## config.mk

```make
export PLATFORM = sky130hd
export DESIGN_NAME = coalescing_write_buffer_flat
export DESIGN_NICKNAME = d
export VERILOG_FILES = /design/src/rtl/wb_pkg.sv /design/src/rtl/coalescing_write_buffer_if.sv /design/src/rtl/wb_fwd_merge.sv /design/src/rtl/coalescing_write_buffer.sv /design/src/flat_wrapper.sv
export SDC_FILE = /design/constraint.sdc
export NUM_CORES = 1
export LEC_CHECK = 0
export ABC_CLOCK_PERIOD_IN_PS = 10100
export CAP_MARGIN = 10
export CORE_UTILIZATION = 45
export CTS_CLUSTER_DIAMETER = 60
export DETAILED_ROUTE_END_ITERATION = 10
export GPL_TIMING_DRIVEN = 0
export PLACE_DENSITY = 0.75
export SLEW_MARGIN = 10
export SYNTH_ARGS = -nofsm -noshare
export SYNTH_HDL_FRONTEND = slang
export SYNTH_SLANG_ARGS = --single-unit
```

## constraint.sdc

```tcl
create_clock -name clk -period 10.1 [get_ports clk]
set_input_delay 1.01 -clock clk [delete_from_list [all_inputs] [get_ports clk]]
set_output_delay 1.01 -clock clk [all_outputs]
set_load 0.03 [all_outputs]
```

## src/rtl/wb_pkg.sv

```systemverilog
// Shared types and helpers for the coalescing posted-write buffer.
// Widths derived from DATAW/DEPTH are computed here so every file agrees on them.
package wb_pkg;

  typedef enum logic {
    IDLE = 1'b0,
    BUSY = 1'b1
  } drain_state_e;

  function automatic int bew_of(input int dataw);
    return dataw / 8;
  endfunction

  function automatic int cw_of(input int depth);
    return $clog2(depth) + 1;
  endfunction

  // Single byte-lane merge: the new byte replaces the old one when its enable is set.
  function automatic logic [7:0] byte_merge(input logic [7:0] old_b,
                                            input logic [7:0] new_b,
                                            input logic       en);
    return en ? new_b : old_b;
  endfunction

endpackage

```

## src/rtl/coalescing_write_buffer_if.sv

```systemverilog
// Cache-side write/lookup port and memory-side drain port of the write buffer.
// slave is the buffer's view; master is the view of whatever surrounds it.
interface coalescing_write_buffer_if #(
  parameter int ADRW  = 30,
  parameter int DATAW = 32,
  parameter int DEPTH = 4
);
  localparam int BEW = wb_pkg::bew_of(DATAW);
  localparam int CW  = wb_pkg::cw_of(DEPTH);

  logic             in_valid;
  logic             in_ready;
  logic [ADRW-1:0]  in_adr;
  logic [DATAW-1:0] in_data;
  logic [BEW-1:0]   in_byteen;

  logic [ADRW-1:0]  lk_adr;
  logic             lk_hit;
  logic [DATAW-1:0] lk_data;
  logic [BEW-1:0]   lk_byteen;

  logic             mem_en;
  logic [ADRW-1:0]  mem_adr;
  logic [DATAW-1:0] mem_data;
  logic [BEW-1:0]   mem_byteen;
  logic             mem_done;

  logic [CW-1:0]    count;
  logic             empty;
  logic             full;

  modport slave (
    input  in_valid, in_adr, in_data, in_byteen, lk_adr, mem_done,
    output in_ready, lk_hit, lk_data, lk_byteen,
    output mem_en, mem_adr, mem_data, mem_byteen, count, empty, full
  );

  modport master (
    output in_valid, in_adr, in_data, in_byteen, lk_adr, mem_done,
    input  in_ready, lk_hit, lk_data, lk_byteen,
    input  mem_en, mem_adr, mem_data, mem_byteen, count, empty, full
  );

endinterface

```

## src/rtl/wb_fwd_merge.sv

```systemverilog
// Store-to-load forwarding network: walks entries oldest to youngest starting at
// the head pointer so the youngest matching entry owns each byte lane.
module wb_fwd_merge
  import wb_pkg::*;
#(
  parameter int DEPTH = 4,
  parameter int ADRW  = 30,
  parameter int DATAW = 32
) (
  input  logic [ADRW-1:0]             i_lk_adr,
  input  logic [$clog2(DEPTH)-1:0]    i_head,
  input  logic [DEPTH-1:0]            i_vld,
  input  logic [DEPTH*ADRW-1:0]       i_adr_flat,
  input  logic [DEPTH*DATAW-1:0]      i_data_flat,
  input  logic [DEPTH*(DATAW/8)-1:0]  i_be_flat,
  output logic                        o_hit,
  output logic [DATAW-1:0]            o_data,
  output logic [DATAW/8-1:0]          o_be
);
  localparam int BEW = bew_of(DATAW);
  localparam int PW  = $clog2(DEPTH);

  logic [PW-1:0] w_idx;

  // NOTE: every output gets a default before the loop so no latch can be inferred.
  always_comb begin
    o_hit  = 1'b0;
    o_data = '0;
    o_be   = '0;
    w_idx  = '0;
    for (int k = 0; k < DEPTH; k++) begin
      w_idx = i_head + PW'(k);
      if (i_vld[w_idx] && (i_adr_flat[int'(w_idx)*ADRW +: ADRW] == i_lk_adr)) begin
        o_hit = 1'b1;
        for (int b = 0; b < BEW; b++) begin
          o_data[b*8 +: 8] = byte_merge(o_data[b*8 +: 8],
                                        i_data_flat[int'(w_idx)*DATAW + b*8 +: 8],
                                        i_be_flat[int'(w_idx)*BEW + b]);
        end
        o_be = o_be | i_be_flat[int'(w_idx)*BEW +: BEW];
      end
    end
  end

endmodule

```

## src/rtl/coalescing_write_buffer.sv

```systemverilog
// Posted write buffer: circular FIFO of byte-enabled writes that coalesces into the
// youngest entry, drains in order over an en/done handshake and forwards pending bytes.
module coalescing_write_buffer
  import wb_pkg::*;
#(
  parameter int ADRW  = 30,
  parameter int DATAW = 32,
  parameter int DEPTH = 4
) (
  input logic                        clk,
  input logic                        reset,
  coalescing_write_buffer_if.slave   bus
);
  localparam int BEW = bew_of(DATAW);
  localparam int CW  = cw_of(DEPTH);
  localparam int PW  = $clog2(DEPTH);

  logic [ADRW-1:0]   r_adr  [DEPTH];
  logic [DATAW-1:0]  r_data [DEPTH];
  logic [BEW-1:0]    r_be   [DEPTH];
  logic [DEPTH-1:0]  r_vld;
  logic [PW-1:0]     r_head, r_tail;
  logic [CW-1:0]     r_count;
  drain_state_e      r_state;
  logic              r_mem_en;
  logic [ADRW-1:0]   r_mem_adr;
  logic [DATAW-1:0]  r_mem_data;
  logic [BEW-1:0]    r_mem_be;

  logic [PW-1:0]     w_last;
  logic              w_full, w_empty, w_merge_ok, w_acc;
  logic              w_do_merge, w_do_alloc, w_pop, w_fwd_head;
  logic [DATAW-1:0]  w_mrg_data, w_launch_data;
  logic [BEW-1:0]    w_mrg_be, w_launch_be;
  logic [DEPTH*ADRW-1:0]  w_adr_flat;
  logic [DEPTH*DATAW-1:0] w_data_flat;
  logic [DEPTH*BEW-1:0]   w_be_flat;

  assign w_last     = r_tail - PW'(1);
  assign w_full     = (r_count == CW'(DEPTH));
  assign w_empty    = (r_count == '0);
  // The entry already handed to memory can no longer change, so it is never a merge target.
  assign w_merge_ok = !w_empty && (r_adr[w_last] == bus.in_adr)
                      && !((w_last == r_head) && (r_state == BUSY));
  assign bus.in_ready = !w_full || w_merge_ok;
  assign w_acc      = bus.in_valid && bus.in_ready && (bus.in_byteen != '0);
  assign w_do_merge = w_acc && w_merge_ok;
  assign w_do_alloc = w_acc && !w_merge_ok;
  assign w_pop      = (r_state == BUSY) && bus.mem_done;

  always_comb begin
    w_mrg_data = r_data[w_last];
    for (int b = 0; b < BEW; b++) begin
      w_mrg_data[b*8 +: 8] = byte_merge(r_data[w_last][b*8 +: 8], bus.in_data[b*8 +: 8],
                                        bus.in_byteen[b]);
    end
  end
  assign w_mrg_be = r_be[w_last] | bus.in_byteen;

  // A merge landing on the head in the same cycle it is launched must reach memory too.
  assign w_fwd_head    = w_do_merge && (w_last == r_head);
  assign w_launch_data = w_fwd_head ? w_mrg_data : r_data[r_head];
  assign w_launch_be   = w_fwd_head ? w_mrg_be   : r_be[r_head];

  // NOTE: payload storage has no reset; r_vld alone says which entries are meaningful.
  always_ff @(posedge clk) begin
    if (w_do_alloc) begin
      r_adr[r_tail]  <= bus.in_adr;
      r_data[r_tail] <= bus.in_data;
      r_be[r_tail]   <= bus.in_byteen;
    end else if (w_do_merge) begin
      r_data[w_last] <= w_mrg_data;
      r_be[w_last]   <= w_mrg_be;
    end
  end

  // NOTE: sequential state uses non-blocking assignments so every register samples pre-edge values.
  always_ff @(posedge clk or negedge reset) begin
    if (!reset) begin
      r_vld      <= '0;
      r_head     <= '0;
      r_tail     <= '0;
      r_count    <= '0;
      r_state    <= IDLE;
      r_mem_en   <= 1'b0;
      r_mem_adr  <= '0;
      r_mem_data <= '0;
      r_mem_be   <= '0;
    end else begin
      if (w_do_alloc) begin
        r_vld[r_tail] <= 1'b1;
        r_tail        <= r_tail + PW'(1);
      end
      if (w_pop) begin
        r_vld[r_head] <= 1'b0;
        r_head        <= r_head + PW'(1);
      end
      if (w_do_alloc && !w_pop)      r_count <= r_count + CW'(1);
      else if (!w_do_alloc && w_pop) r_count <= r_count - CW'(1);

      case (r_state)
        IDLE: begin
          if (!w_empty) begin
            r_mem_en   <= 1'b1;
            r_mem_adr  <= r_adr[r_head];
            r_mem_data <= w_launch_data;
            r_mem_be   <= w_launch_be;
            r_state    <= BUSY;
          end
        end
        BUSY: begin
          if (bus.mem_done) begin
            r_mem_en <= 1'b0;
            r_state  <= IDLE;
          end
        end
        default: r_state <= IDLE;
      endcase
    end
  end

  for (genvar i = 0; i < DEPTH; i++) begin : g_flat
    assign w_adr_flat[i*ADRW +: ADRW]    = r_adr[i];
    assign w_data_flat[i*DATAW +: DATAW] = r_data[i];
    assign w_be_flat[i*BEW +: BEW]       = r_be[i];
  end

  wb_fwd_merge #(.DEPTH(DEPTH), .ADRW(ADRW), .DATAW(DATAW)) u_fwd (
    .i_lk_adr   (bus.lk_adr),
    .i_head     (r_head),
    .i_vld      (r_vld),
    .i_adr_flat (w_adr_flat),
    .i_data_flat(w_data_flat),
    .i_be_flat  (w_be_flat),
    .o_hit      (bus.lk_hit),
    .o_data     (bus.lk_data),
    .o_be       (bus.lk_byteen)
  );

  assign bus.mem_en     = r_mem_en;
  assign bus.mem_adr    = r_mem_adr;
  assign bus.mem_data   = r_mem_data;
  assign bus.mem_byteen = r_mem_be;
  assign bus.count      = r_count;
  assign bus.empty      = w_empty;
  assign bus.full       = w_full;

endmodule
```

## src/flat_wrapper.sv

```systemverilog
// flat-port wrapper written by rule: the top's interface ports become plain ports
module coalescing_write_buffer_flat import wb_pkg::*;
#(
  parameter int ADRW  = 30,
  parameter int DATAW = 32,
  parameter int DEPTH = 4
)
  (clk, reset, bus_in_valid, bus_in_adr, bus_in_data, bus_in_byteen, bus_lk_adr, bus_mem_done, bus_in_ready, bus_lk_hit, bus_lk_data, bus_lk_byteen, bus_mem_en, bus_mem_adr, bus_mem_data, bus_mem_byteen, bus_count, bus_empty, bus_full);
  coalescing_write_buffer_if #(.ADRW(ADRW), .DATAW(DATAW), .DEPTH(DEPTH)) bus_i ();
  input logic clk;
  input logic reset;
  input wire logic [$bits(bus_i.in_valid)-1:0] bus_in_valid;
  input wire logic [$bits(bus_i.in_adr)-1:0] bus_in_adr;
  input wire logic [$bits(bus_i.in_data)-1:0] bus_in_data;
  input wire logic [$bits(bus_i.in_byteen)-1:0] bus_in_byteen;
  input wire logic [$bits(bus_i.lk_adr)-1:0] bus_lk_adr;
  input wire logic [$bits(bus_i.mem_done)-1:0] bus_mem_done;
  output wire logic [$bits(bus_i.in_ready)-1:0] bus_in_ready;
  output wire logic [$bits(bus_i.lk_hit)-1:0] bus_lk_hit;
  output wire logic [$bits(bus_i.lk_data)-1:0] bus_lk_data;
  output wire logic [$bits(bus_i.lk_byteen)-1:0] bus_lk_byteen;
  output wire logic [$bits(bus_i.mem_en)-1:0] bus_mem_en;
  output wire logic [$bits(bus_i.mem_adr)-1:0] bus_mem_adr;
  output wire logic [$bits(bus_i.mem_data)-1:0] bus_mem_data;
  output wire logic [$bits(bus_i.mem_byteen)-1:0] bus_mem_byteen;
  output wire logic [$bits(bus_i.count)-1:0] bus_count;
  output wire logic [$bits(bus_i.empty)-1:0] bus_empty;
  output wire logic [$bits(bus_i.full)-1:0] bus_full;
  assign bus_i.in_valid = bus_in_valid;
  assign bus_i.in_adr = bus_in_adr;
  assign bus_i.in_data = bus_in_data;
  assign bus_i.in_byteen = bus_in_byteen;
  assign bus_i.lk_adr = bus_lk_adr;
  assign bus_i.mem_done = bus_mem_done;
  assign bus_in_ready = bus_i.in_ready;
  assign bus_lk_hit = bus_i.lk_hit;
  assign bus_lk_data = bus_i.lk_data;
  assign bus_lk_byteen = bus_i.lk_byteen;
  assign bus_mem_en = bus_i.mem_en;
  assign bus_mem_adr = bus_i.mem_adr;
  assign bus_mem_data = bus_i.mem_data;
  assign bus_mem_byteen = bus_i.mem_byteen;
  assign bus_count = bus_i.count;
  assign bus_empty = bus_i.empty;
  assign bus_full = bus_i.full;
  coalescing_write_buffer #(.ADRW(ADRW), .DATAW(DATAW), .DEPTH(DEPTH)) u_core (.clk(clk), .reset(reset), .bus(bus_i));
endmodule
```

==> reports/qor.yml, run 1 <==
run_status:
  status: "complete, but fails checks"
  violations: "negative setup slack"
logic_synthesis:
  ys_top_cells_by_area: "edfxtp_1, mux4_2, dfrtp_1, mux2_2, xnor2_1"
  avgSynthCellArea_um2: 14.20
  yosys.area.top_type: "edfxtp_1"
  synth_ff_type: "edfxtp_1"
  seq_area_frac_synth: 0.4332
  syn_area_um2: 25420
  synth_edf_count: 300
  yosys.area.top_type_share: 0.3545
  synth.distinct_cells: 68
  synth_fp_nets: 1900
  postSynthCellCount: 1790
  yosys_register_bits: 380
  yosys_warnings: 0
  synth_async_sr_flop_share: 0.2105
global_route:
  overflow: 0
  grt_pass1_vias: 19434
  grt_max_degree: 44
  track_usage: 0.3356
  antenna_found_initial: 2
  grt_pass1_wl_mm: 136.7
worst_setup_path:
  cp_common_cell: "buf_4"
  slowest_delay_ps: 970
  r2r_start: "u_core.r_tail[0]"
  endpoint_kind: "output pin"
  cp.required_ps: 9090
  worstSetupPathType: "register to output pin"
  crit_path_start_kind: "register"
  cp.buffers_inverters: 9
  path_max_fanout: 17
  r2r_setup_slack_ps: 1180
  worstPathArrival_ps: 9140
  cp_slowest_cell: "nor4_2"
  cp.depth: 18
  endpoint: "bus_lk_data[15]"
  path_delay_family: "buffers and inverters"
  worstPathCellList: "buf_4 > inv_1 > clkbuf_1 > buf_1 > ha_1 > buf_2 > buf_2 > buf_4 > buf_4 > mux4_2 > xnor2_1 > o21ai_0 > nor4_2 > nand3_1 > nor2_2 > a21o_1 > o221a_1 > clkdlybuf4s50_1"
  worstReg2RegEnd: "u_core.bus.count[1]"
  startpoint: "u_core.r_head[0]"
  ff2ff_path_depth: 18
clock_tree:
  cts_tree: "built"
  cts_buffers: 43
  insertion_delay_ps: 600
  cts-root-buf: "clkbuf_16"
  clock-sinks: 380
  clkTransAtPathRegs_ps: 60
  h-tree-depth: 2
  ctsHoldBuffers: 0
  cts.path.max_buffers: 3
placement:
  finalWeightedCongestion: 1.026
  dp_slack_ps: 467.0
  portBuffers: 188
  place_hpwl_mm: 69.13
  dpl-instance-area_um2: 28630
layout:
  areaGrowthSynthToFinish_pct: 18.50
  fin_nets: 2148
  post_route_cells_drive_above_1_share: 0.2785
  final_cell_area_um2: 30120
  layout_commonest_cell: "edfxtp_1"
  antennaDiodeCount: 0
  final_cell_mix: "edfxtp_1, mux4_2, nand2_1"
drt:
  num_vias: 19567
  drtPass1Iterations: 8
  antenna_left: 0
  drcViolationCount: 0
  finalWirelength_mm: 95.61
  wire_per_inst_um: 33.90
  vias_per_cell: 6.939
  drt_iter0_markers: 2523
power:
  p_per_area_nw_per_um2: 350.0
  p_leak_nw: 10.70
  p_sw_frac: 0.4413
  p_sw_mw: 4.652
  p_int_mw: 5.889
  vdd_drop_max_mv: 0.2013
  power_frac_clock: 0.154
  p_comb_frac: 0.608
  seq_power_share: 0.238
sta:
  finalClockSkew_ps: 27.73
  fmax_ghz: 0.09855
  setup_violations: 3
  fin_crit_sh: 1.005
  hold_viol: 0
  drv_slew: 0
  slew_headroom: 0.1647
  setup_ws_ps: -47.43
  min_period_ps: 10150
  worst_pin_slew_ps: 1253
  fin_hold_ws_ps: 416.2
  rsz0062_at_grt: "false"
die:
  die_width_um: 239.7
  die_y_um: 239.7
  start_util: 0.4586
  die-area_um2: 57430
  num_rows: 86
  core_um2: 55420
  ioPinCount: 210
run:
  maxCapViolCount: 0
min_path:
  hold_path_class: "primary input to async pin"
==> repair_timing <==
action,CTS,global route
resized for setup,0,5
setup endpoints to repair,32,36
setup buffers,0,1
pin swaps,0,1
==> cell usage after synthesis (5+ instances only) <==
cell type,number
mux2_2,88
o32ai_1,5
a21oi_1,13
buf_4,14
nor3_1,9
buf_2,31
o211ai_1,11
xor2_1,24
or3_1,6
nor2_1,39
nand3_1,10
mux4_2,288
buf_6,13
buf_1,26
a221o_1,5
o21ai_0,22
xnor2_1,111
o21a_1,9
nor4_1,7
nand2_1,209
mux2_1,33
clkbuf_1,55
edfxtp_1,300
a31oi_1,5
o22a_1,8
nand4_1,26
nor4b_1,5
dfrtp_1,80
o22ai_1,11
a22oi_1,6
and3_1,33
ha_1,9
nand2b_1,5
and2_1,8
inv_1,21
or2_2,32
a21o_1,36
o221a_1,24
mux2i_1,89
==> worst min-delay path by stage <==
stage / cells past startpoint / startpoint / end / slack [ps]
after floorplan: 2 / register / register / 440
after global placement: 2 / u_core.bus.mem_adr[28] / u_core.bus.mem_adr[28] / 460
after detailed placement: 2 / register / register / 460
after CTS: 1 / reset / async pin / 430
after global routing: 1 / reset / async pin / 460
final: 1 / reset / async pin / 420
==> stage by stage <==
step	utilization	power (mW)	instances	setup TNS (ps)
6_report	0.5435	10.54	2820	-84.53
5_1_grt	0.5435	10.86	2820	0
4_1_cts	0.5431	10.40	2820	-3345
3_5_place_dp	0.5166	8.758	2741	0
3_3_place_gp	0.5095	8.623	2726	-104440
2_1_floorplan	-	6.595	1790	0
==> area by class of cell <==
type                    instances  area (µm²)
clock buffers                  58        1182
flip-flops and latches        380       11010
plain buffers                 138       708.2
clock inverters                21       281.5
multi-input cells            1250       13700
well taps                     748       935.9
repair buffers                204        2220
fillers                      4456       25300
inverters                      21       78.83
==> power by group through the flow <==
stage,combinational [mW],sequential (mW),clock (mW)
6_report,6.40,2.51,1.63
4_1_cts,6.28,2.50,1.63
3_3_place_gp,6.11,2.51,0
2_1_floorplan,4.05,2.54,0
3_5_place_dp,6.24,2.52,0
5_1_grt,6.62,2.55,1.69
==> worst reg2reg max path, cell delays in order (launching register included) <==
cell	delay [ps]
dfrtp_1	390
buf_2	430
buf_1	970
buf_1	700
inv_1	330
ha_1	380
clkbuf_1	850
clkbuf_1	750
mux4_2	420
xnor2_1	280
nand4_1	430
nor4_1	850
nand2_1	400
nor3b_1	280
clkbuf_1	300
ha_1	290
inv_1	80
fa_1	400
mux2_2	260
==> layer usage <==
metal	wire length, µm	vias to the layer above	track usage
met1	36900	10031	0.4582
met3	11370	284	0.08563
met5	14	-	0.002597
met2	42520	1556	0.5060
met4	4807	2	0.1467
li1	-	7694	-
==> kinds of logic (layout without fill, tap and decap cells) <==
kind of cell,Yosys count,after routing,synth area share
flip-flops,380,380,0.4332
AO/OA/AOI/OAI,198,198,0.06164
XOR/XNOR,135,135,0.04652
AND/OR/NAND/NOR,409,409,0.07847
adder cells (fa/ha/maj),10,10,0.005218
buffers and inverters,160,442,0.03106
multiplexers,498,498,0.3439
Note: power is estimated with default switching activity, not from simulation.
==> inputs of run 2 (changes only) <==
--- a/config.mk
+++ b/config.mk
@@ -7,11 +7,14 @@
 export LEC_CHECK = 0
 export ABC_CLOCK_PERIOD_IN_PS = 10100
 export CAP_MARGIN = 10
+export CELL_PAD_IN_SITES_DETAIL_PLACEMENT = 0
+export CELL_PAD_IN_SITES_GLOBAL_PLACEMENT = 1
 export CORE_UTILIZATION = 45
 export CTS_CLUSTER_DIAMETER = 60
 export DETAILED_ROUTE_END_ITERATION = 10
+export DONT_BUFFER_PORTS = 1
 export GPL_TIMING_DRIVEN = 0
-export PLACE_DENSITY = 0.75
+export PLACE_DENSITY = 0.8
 export SLEW_MARGIN = 10
 export SYNTH_ARGS = -nofsm -noshare
 export SYNTH_HDL_FRONTEND = slang
==> run 2 against run 1 <==
The flow now finishes without violations. Fmax is 1.4% higher. Clock-buffer cell count rose by 5. Cell count fell by 6.2%. Sequential share of layout area rose by 2.4 points. Total power is 2.6% lower. Routed wire length fell by 1.0%. Critical path depth is the same. Register-to-register slack improved by 260 ps. Critical endpoint unchanged.
==> reports/qor.yml, run 2 (same netlist as run 1, synthesis figures left out) <==
worst_setup_path:
  ff2ff_path_depth: 16  # -2
  worstSetupPathType: "register to output pin"
  endpoint_kind: "output pin"
  endpoint: "bus_lk_data[15]"
  r2r_setup_slack_ps: 1440  # +260 ps
  startpoint: "u_core.r_head[0]"
  worstReg2RegEnd: "u_core.r_data[0][8]"
  r2r_start: "u_core.r_tail[0]"
  crit_path_start_kind: "register"
  cp.required_ps: 9090  # about the same
  path_max_fanout: 11  # -6
  worstPathArrival_ps: 8990  # -150 ps
run_status:
  status: "finished, final reports clean"
clock_tree:
  clkTransAtPathRegs_ps: 60  # about the same
  cts-root-buf: "clkbuf_16"
  cts.path.max_buffers: 3  # unchanged
  clock-sinks: 380  # unchanged
  postCtsSetupBuffers: 0  # unchanged
  cts_buffers: 46  # +7.0%
  h-tree-depth: 2  # unchanged
  ctsHoldBuffers: 0  # unchanged
  cts_tree: "built"
  cts-resized-gates: 0  # unchanged
  insertion_delay_ps: 610  # about the same
power:
  power_frac_clock: 0.161  # +0.007
  seq_power_share: 0.258  # +0.020
  p_int_mw: 5.646  # -4.1%
  p_sw_frac: 0.4502  # +0.008881
  p_per_area_nw_per_um2: 362.9  # +3.7%
  p_comb_frac: 0.580  # -0.028
  total_power_mw: 10.27  # -2.6%
  p_leak_nw: 10.02  # -6.4%
  vdd_drop_max_mv: 0.1809  # -10%
  p_sw_mw: 4.624  # -0.61%
global_route:
  track_usage: 0.3323  # -0.003292
  grt_max_degree: 81  # +84%
  grt_pass1_vias: 17974  # -7.5%
  grt_pass1_wl_mm: 134.1  # -1.9%
  overflow: 0  # unchanged
  antenna_found_initial: 5  # +3
drt:
  drt_iter0_markers: 2502  # -0.83%
  drcViolationCount: 0  # unchanged
  vias_per_cell: 6.981  # +0.62%
  drtPass1Iterations: 8  # unchanged
  wire_per_inst_um: 35.79  # +5.6%
  num_vias: 18459  # -5.7%
  antenna_left: 0  # unchanged
  finalWirelength_mm: 94.63  # -1.0%
sta:
  fmax_ghz: 0.09996  # +1.4%
  rsz0062_at_grt: "false"
  fin_crit_sh: 0.9905  # -0.01424
  fin_hold_ws_ps: 114.6  # -301.6 ps
  hold_viol: 0  # unchanged
  slew_headroom: 0.1801  # +0.01541
  setup_violations: 0  # -3
  worst_pin_slew_ps: 1230  # -23.11 ps
  min_period_ps: 10000  # -143.8 ps
  drv_slew: 0  # unchanged
  finalClockSkew_ps: 30.66  # +2.926 ps
placement:
  finalWeightedCongestion: 0.9961  # -2.9%
  portBuffers: 0  # -100%
  place_hpwl_mm: 69.06  # about the same
die:
  die_width_um: 239.7  # unchanged
  start_util: 0.4586  # unchanged
  core_um2: 55420  # unchanged
  ioPinCount: 210  # unchanged
  num_rows: 86  # unchanged
  die-area_um2: 57430  # unchanged
  die_y_um: 239.7  # unchanged
layout:
  final_core_util: 0.5106  # -0.03287
  fin_nets: 1966  # -8.5%
  final_cell_mix: "edfxtp_1, mux4_2, nand2_1"
  post_route_cells_drive_above_1_share: 0.3057  # +0.02723
  layout_commonest_cell: "edfxtp_1"
  areaGrowthSynthToFinish_pct: 11.33
min_path:
  hold_path_class: "primary input to async pin"
run:
  maxCapViolCount: 0  # unchanged
-- run 2: cell count changes in the layout (fill, tap and decap cells not counted), sizes merged --
cell	before	now
buf	100	102
bufinv	5	3
clkbuf	113	118
clkdlybuf4s50	187	0
clkinvlp	2	4
diode	0	2
inv	23	25
-- run 2: how the worst min path moves through the flow --
stage	from	to	slack (ps)
after global placement	register	register	450
after detailed placement	register	register	460
final	reset	u_core.bus.mem_adr[27]	110
after floorplan	register	register	440
after CTS	reset	async pin	80
after global routing	reset	async pin	100
-- run 2: final cells by class --
type	count	area (µm²)
diodes	2	5.005
flip-flops and latches	380	11010
plain buffers	139	711.9
inverters	21	78.83
clock inverters	23	257.7
fillers	4635	27120
repair buffers	18	337.8
clock buffers	63	1255
well taps	748	935.9
multi-input cells	1250	13700
-- run 2: layer usage --
layer / wire length, µm / up-vias / part of all wire / GRT usage
li1: - / 7338 / - / -
met1: 37260 / 9635 / 0.39 / 0.4670
met2: 42800 / 1305 / 0.45 / 0.4996
met3: 11550 / 179 / 0.12 / 0.08943
met5: 13 / - / 0.00014 / 0
met4: 3002 / 2 / 0.032 / 0.1078
-- run 2: through the flow --
step / setup WS (ps) / std cells / setup TNS (ps) / cell area, µm²
floorplan: 3693 / 1790 / 0 / 25420
global placement: -2259 / 2538 / -258770 / 26350
detailed placement: 1067 / 2556 / 0 / 26780
CTS: 416.4 / 2642 / 0 / 28290
global route: 115.2 / 2644 / 0 / 28300
finish: 96.41 / 2644 / 0 / 28300
-- run 2: power groups by stage --
stage                     sequential, mW  clock (mW)  combinational [mW]
after detailed placement            2.67           0                5.83
after CTS                           2.64        1.67                5.86
after global routing                2.70        1.73                6.18
final                               2.65        1.66                5.96
after global placement              2.67           0                5.71
after floorplan                     2.54           0                4.05
-- run 2: critical path, cell delays in order, from the launching register on --
cell and delay (ps):
dfrtp_1 420, buf_4 230, inv_1 240, buf_1 810, clkbuf_1 520, buf_1 760, ha_1 250, buf_2 340
buf_2 490, buf_4 350, buf_4 320, mux2i_1 570, o22ai_1 220, a221o_1 400, nor4_1 280, nand4_1 570
nor2_1 950, a21o_1 200, o221a_1 420
